`config.mk`:
```
export PLATFORM = sky130hd
export DESIGN_NAME = serial_adder_flat
export DESIGN_NICKNAME = d
export VERILOG_FILES = /design/src/rtl/serial_adder_if.sv /design/src/rtl/serial_adder.sv /design/src/flat_wrapper.sv
export SDC_FILE = /design/constraint.sdc
export NUM_CORES = 1
export LEC_CHECK = 0
export ABC_AREA = 1
export ABC_CLOCK_PERIOD_IN_PS = 1400
export BUFFER_PORTS_ARGS = -buffer_cell sky130_fd_sc_hd__clkbuf_2
export CAP_MARGIN = 20
export CORE_UTILIZATION = 50
export DETAILED_ROUTE_END_ITERATION = 10
export GPL_ROUTABILITY_DRIVEN = 0
export PLACE_DENSITY = 0.74
export SLEW_MARGIN = 0
export SYNTH_ARGS = -nofsm -noshare
export SYNTH_HDL_FRONTEND = slang
export SYNTH_SLANG_ARGS = --single-unit
```
`constraint.sdc`:
```
create_clock -name clk -period 1.4 [get_ports clk]
set_clock_uncertainty 0.1 [all_clocks]
set_input_delay 0.42 -clock clk [delete_from_list [all_inputs] [get_ports clk]]
set_output_delay 0.42 -clock clk [all_outputs]
set_load 0.02 [all_outputs]
```
`src/rtl/serial_adder_if.sv`:
```
// Operand/result bundle between an issuing controller (master) and the
// bit-serial adder (slave).
interface serial_adder_if #(
  parameter int unsigned WIDTH = 8
);
  logic             start;
  logic [WIDTH-1:0] a;
  logic [WIDTH-1:0] b;
  logic             cin;
  logic             busy;
  logic             done;
  logic [WIDTH-1:0] sum;
  logic             cout;

  modport master (
    output start, a, b, cin,
    input  busy, done, sum, cout
  );

  modport slave (
    input  start, a, b, cin,
    output busy, done, sum, cout
  );
endinterface

```
`src/rtl/serial_adder.sv`:
```
// Bit-serial ripple adder: one full-adder cell and a carry flop process the
// operands LSB first, one bit per clock, with a start/busy/done handshake.
module serial_adder #(
  parameter int unsigned WIDTH = 8
) (
  input logic          clk,
  input logic          rst,
  serial_adder_if.slave bus
);

  localparam int unsigned CW   = (WIDTH > 1) ? $clog2(WIDTH) : 1;
  localparam int unsigned LAST = WIDTH - 1;

  typedef enum logic [1:0] {IDLE, RUN, DONE} state_t;

  state_t           state, state_n;
  logic [WIDTH-1:0] sa, sa_n;
  logic [WIDTH-1:0] sb, sb_n;
  logic [WIDTH-1:0] acc, acc_n;
  logic [WIDTH-1:0] sum_q, sum_n;
  logic             c, c_n;
  logic             cout_q, cout_n;
  logic             busy_q, done_q;
  logic [CW-1:0]    cnt, cnt_n;
  logic             s, co;

  // Single full-adder cell on the current LSBs
  assign s  = sa[0] ^ sb[0] ^ c;
  assign co = (sa[0] & sb[0]) | (c & (sa[0] ^ sb[0]));

  always_comb begin
    state_n = state;
    sa_n    = sa;
    sb_n    = sb;
    acc_n   = acc;
    c_n     = c;
    cnt_n   = cnt;
    sum_n   = sum_q;
    cout_n  = cout_q;

    case (state)
      IDLE: begin
        if (bus.start) begin
          sa_n    = bus.a;
          sb_n    = bus.b;
          c_n     = bus.cin;
          cnt_n   = '0;
          acc_n   = '0;
          state_n = RUN;
        end
      end
      RUN: begin
        c_n   = co;
        acc_n = {s, acc[WIDTH-1:1]};
        sa_n  = {1'b0, sa[WIDTH-1:1]};
        sb_n  = {1'b0, sb[WIDTH-1:1]};
        cnt_n = cnt + CW'(1);
        if (cnt == CW'(LAST)) begin
          sum_n   = {s, acc[WIDTH-1:1]};
          cout_n  = co;
          state_n = DONE;
        end
      end
      DONE: begin
        // The edge leaving DONE is the earliest issue point, so a start
        // sampled here begins the next operation back-to-back.
        if (bus.start) begin
          sa_n    = bus.a;
          sb_n    = bus.b;
          c_n     = bus.cin;
          cnt_n   = '0;
          acc_n   = '0;
          state_n = RUN;
        end else begin
          state_n = IDLE;
        end
      end
      default: state_n = IDLE;
    endcase
  end

  always_ff @(posedge clk or posedge rst) begin
    if (rst) begin
      state  <= IDLE;
      sa     <= '0;
      sb     <= '0;
      acc    <= '0;
      c      <= 1'b0;
      cnt    <= '0;
      sum_q  <= '0;
      cout_q <= 1'b0;
      busy_q <= 1'b0;
      done_q <= 1'b0;
    end else begin
      state  <= state_n;
      sa     <= sa_n;
      sb     <= sb_n;
      acc    <= acc_n;
      c      <= c_n;
      cnt    <= cnt_n;
      sum_q  <= sum_n;
      cout_q <= cout_n;
      busy_q <= (state_n != IDLE);
      done_q <= (state_n == DONE);
    end
  end

  assign bus.busy = busy_q;
  assign bus.done = done_q;
  assign bus.sum  = sum_q;
  assign bus.cout = cout_q;

endmodule

```
`src/flat_wrapper.sv`:
```
// flat-port wrapper written by rule: the top's interface ports become plain ports
module serial_adder_flat 
#(
  parameter int unsigned WIDTH = 8
)
  (clk, rst, bus_start, bus_a, bus_b, bus_cin, bus_busy, bus_done, bus_sum, bus_cout);
  serial_adder_if #(.WIDTH(WIDTH)) bus_i ();
  input logic clk;
  input logic rst;
  input wire logic [$bits(bus_i.start)-1:0] bus_start;
  input wire logic [$bits(bus_i.a)-1:0] bus_a;
  input wire logic [$bits(bus_i.b)-1:0] bus_b;
  input wire logic [$bits(bus_i.cin)-1:0] bus_cin;
  output wire logic [$bits(bus_i.busy)-1:0] bus_busy;
  output wire logic [$bits(bus_i.done)-1:0] bus_done;
  output wire logic [$bits(bus_i.sum)-1:0] bus_sum;
  output wire logic [$bits(bus_i.cout)-1:0] bus_cout;
  assign bus_i.start = bus_start;
  assign bus_i.a = bus_a;
  assign bus_i.b = bus_b;
  assign bus_i.cin = bus_cin;
  assign bus_busy = bus_i.busy;
  assign bus_done = bus_i.done;
  assign bus_sum = bus_i.sum;
  assign bus_cout = bus_i.cout;
  serial_adder #(.WIDTH(WIDTH)) u_core (.clk(clk), .rst(rst), .bus(bus_i));
endmodule
```
# Word level (Yosys, flattened, before mapping)
# Index checks and enable logic that the tools add are counted.
[word_totals]
word_cells = 41
output_inout_bits = 11
inputBits = 20
ff_bits = 41
[classes]
eq_ne = 5
muxes = 14
n_bitwise = 5
add_sub_neg = 1
reduce_logical = 6
[ops]
columns = ["op", "count"]
rows = [
  ["8-bit one-hot mux with 2 select lines", 3],
  ["8-bit 2-to-1 mux", 3],
  ["2-bit one-hot mux with 3 select lines", 1],
  ["3-bit one-hot mux with 2 select lines", 1],
  ["2-bit equality test, second input constant", 2],
  ["2-bit 2-to-1 mux", 2],
  ["2-bit AND reduction", 2],
  ["2-bit nonzero test", 2],
  ["3-bit by 1-bit adder with 3-bit output, second input constant", 1],
  ["3-bit equality test, second input constant", 1],
  ["3-bit 2-to-1 mux", 1],
  ["1-bit AND", 2],
  ["2-bit by 1-bit equality test with 1-bit output, second input constant", 1],
  ["2-bit zero test", 1],
  ["1-bit 2-to-1 mux", 2],
  ["2-bit by 1-bit != test with 1-bit output, second input constant", 1],
  ["1-bit one-hot mux with 2 select lines", 1],
  ["2-bit OR reduction", 1],
  ["1-bit bitwise XOR", 2],
  ["1-bit OR", 1],
]

# Depth between registers and ports, before layout
[depth]
word_depth = 4
depth_mapped = 7
ltp_nobuf = 7

# Worst setup path after synthesis
# Ideal clock, no wire load.
[synth_path]
path_type = "reg-to-reg"
start = "reg u_core.cnt[0]"
end = "reg u_core.sum_q[0] (netlist: u_core.bus.sum[0])"
arrival_ns = 1.082
setup_slack_ns = 0.100
t_required_ns = 1.182
setup_ns = 0.118
stages_incl_launch_ff = 6
synth_period_minus_slack_ns = 1.300
path_buffers = 1
cell_sequence = "dfrtp_1 -> ha_1 -> ha_1 -> clkbuf_1 -> nand3_1 -> nand2_1"
[synth_via]
elab_chain_len = 2
[synth_rtl]
columns = ["item", "line", "rtl"]
rows = [
  ["start: declaration", "serial_adder.sv:24", "logic [CW-1:0] cnt, cnt_n;"],
  ["start signal: assignment", "serial_adder.sv:100", "cnt <= cnt_n;"],
  ["3-bit equality test", "serial_adder.sv:58", "if (cnt == CW'(LAST)) begin"],
  ["2-bit AND reduction (no line)", "--", ""],
  ["end signal: assignment", "serial_adder.sv:101", "sum_q <= sum_n;"],
  ["end: declaration", "serial_adder.sv:20", "logic [WIDTH-1:0] sum_q, sum_n;"],
]
# Every way passes these cells.
# A chain may end at the register's enable or synchronous reset.

# Worst setup path after layout
[layout_path]
start = "reg u_core.sum_q[6] (netlist: u_core.bus.sum[6])"
end = "out bus_sum[6]"
[layout_rtl]
columns = ["item", "line", "rtl"]
rows = [
  ["end: declaration", "flat_wrapper.sv:16", "output wire logic [$bits(bus_i.sum)-1:0] bus_sum;"],
]
# No word-level cell between the ends.

==> flow_summary.toml <==
[run_status]
status = "complete, no violations"

[floorplan]
die_w_um = 65.2
io-pin-count = 31
dieArea_um2 = 4260
start_util_pct = 53.4
rows = 22
fp.dieH_um = 65.2
core_um2 = 3740

[routing]
drt-total-wl_mm = 3.77
wl_met3_um = 177
vias = 1495
wl_per_cell_um = 12.2
ant_nets = 0
route.met2.wl_mm = 1.71
drt-pass1-iter-count = 4
wl_met1_mm = 1.84
drt_iter0_drc = 108
route.detailed.drc = 0
post_drt_via_cell_ratio = 4.82
highest_layer = "met4"

[synthesis]
ys.flop_type = "dfrtp_1"
synth-edff-count = 0
synthTopCellsByArea = "dfrtp_1 50%, nand2_1 22%, nand3_2 10%"
yosysMostFrequentCell = "nand2_1"
yosysSeqAreaShare_pct = 50.1
synth.net_count = 249
syn_inst = 226
synth_top_area_cell = "dfrtp_1"
avgSynthCellArea_um2 = 8.85
synth_common_cells = "115 x nand2_1, 40 x dfrtp_1, 20 x nand3_2, 19 x nand3_1, 9 x inv_1"
ys_ff_latch = 40
async_flop_share_pct = 100
yosysWarnings = 0
synth_top_area_share_pct = 50.1
syn-cell-area_um2 = 2000
synth_cell_types = 17

[worst_setup_path]
rr_worst_depth = 7
cp_data_required_time_ns = 0.88
crit_cells = 1
critPathSlowestCell = "dfrtp_1"
r2r_slack_ns = 0.08
path_cells = "clkbuf_2"
path_class = "reg2out"
cp-end-kind = "primary output"
path_max_fanout = 2
crit_path_start_kind = "flip-flop"
crit_family = "flip-flops"
worst_ep_arrival_time_ns = 0.85
crit_buf_inv = 1
crit_path_max_incr_delay_ns = 0.40
r2r_end = "u_core.c"
timing.rr.start = "u_core.c"

[timing]
drv_slew = 0
slew_headroom_pct = 83.1
hold_viol_final = 0
fin_tns_setup_ns = 0
setup_viol = 0
fin_crit_sh_pct = 97.8
fmax_mhz = 730
layout_min_cycle_time_ns = 1.37
tightest_slew_ns = 0.254
rsz0062_at_grt = "false"

[placed_design]
port_buffers = 30
dpl-instance-area_um2 = 2190
hpwl_mm = 2.52

[cells_and_area]
finalInstanceArea_um2 = 2320
diodes = 0
drive_above_1_share_pct = 29.4
nets = 284
layout-area-overhead-vs-synth_pct = 16.1

[global_route]
grt_max_degree = 41
overflow = 0
track_usage_pct = 20.8
grt_pass1_wl_mm = 6.61
antenna_found_initial = 0
grt_pass1_vias = 1421

[clocking]
clk_path_buf_depth = 2
cts_hold_buffers = 0
cts.sink_count = 40
cts_tree = "built"
clk_pin_slew_worst_paths_ns = 0.08
clock_latency_ns = 0.29
cts_buffers = 5
htree_levels = 2
root_buffer = "clkbuf_8"

[power]
powerDensity_nw_per_um2 = 2250
vdd_drop_max_uv = 960
leakagePower_nw = 1.30

[min_path]
hold_class = "in2async"

[job]
maxCapViolCount = 0
-- sequential cells by signal (all words and copies together), names as in the netlist --
signal / flops
u_core.cnt: 3
u_core.bus.sum: 8
u_core.sb: 8
u_core.state: 2
u_core.c: 1
u_core.bus.cout: 1
u_core.acc: 7
u_core.bus.done: 1
u_core.sa: 8
u_core.bus.busy: 1
-- metal layers --
layer  GRT usage (%)  vias up
met5               0        -
li1                -      771
met1            29.7      683
met2            29.4       35
met4            8.42        0
met3            6.25        6
-- how the worst max path moves through the flow --
stage | to | from
2_1_floorplan | u_core.bus.sum[0] | u_core.cnt[0]
3_3_place_gp | u_core.sb[5] | bus_start
3_5_place_dp | u_core.sa[0] | u_core.state[0]
4_1_cts | u_core.sb[5] | u_core.state[0]
5_1_grt | u_core.acc[7] | u_core.c
6_report | bus_sum[6] | u_core.bus.sum[6]
-- stage by stage --
stage / instances / util, % / worst slack, ns / hold WS [ns] / total power (W)
final: 310 / 62.0 / 0.0310 / 0.0496 / 0.00522
after global routing: 310 / 62.0 / 0.00239 / 0.0658 / 0.00567
after CTS: 309 / 61.5 / 0.00564 / 0.0552 / 0.00522
after detailed placement: 301 / 58.6 / 0.00877 / 0.366 / 0.00427
after global placement: 301 / 58.6 / 0.0499 / 0.363 / 0.00417
after floorplan: 226 / - / 0.100 / 0.299 / 0.00384
-- kinds of logic after synthesis --
kind of cell,share of synthesized area (%)
buffers and inverters,8.89
AOI/OAI and AO/OA,0.250
adders and majority gates,2.25
and+or+nand+nor,38.5
DFF,50.1
-- placed cells by master (no fill, tap or decap) --
cell	n
buf_12	3
buf_4	8
bufinv_16	1
clkbuf_1	1
clkbuf_2	30
clkbuf_8	5
clkinv_2	1
clkinvlp_4	1
dfrtp_1	39
dfrtp_2	1
fa_1	1
ha_1	2
inv_1	8
inv_2	1
inv_6	1
nand2_1	115
nand2_2	1
nand2_4	2
nand3_1	18
nand3_2	21
nor2_8	1
o21ai_0	1
-- cell type report --
cell class | count | area [µm²]
flip-flops and latches | 40 | 1000
clock buffers | 6 | 72.6
fillers | 336 | 1420
clock inverters | 2 | 35.0
well taps | 48 | 60.1
repair buffers | 41 | 270
inverters | 11 | 50.0
multi-input cells | 162 | 831
-- where the power goes --
part           internal (W)  switching (W)  leakage, nW
Combinational      0.000841        0.00146        0.743
Sequential          0.00165       0.000348        0.506
Clock              0.000529       0.000395       0.0552
Total               0.00302        0.00221         1.30
-- repair_timing --
action,in CTS,in global routing
buffers inserted,0,1
setup endpoints to repair,0,25
resized for setup,0,3
No activity file was read; power rests on OpenSTA's default activity.
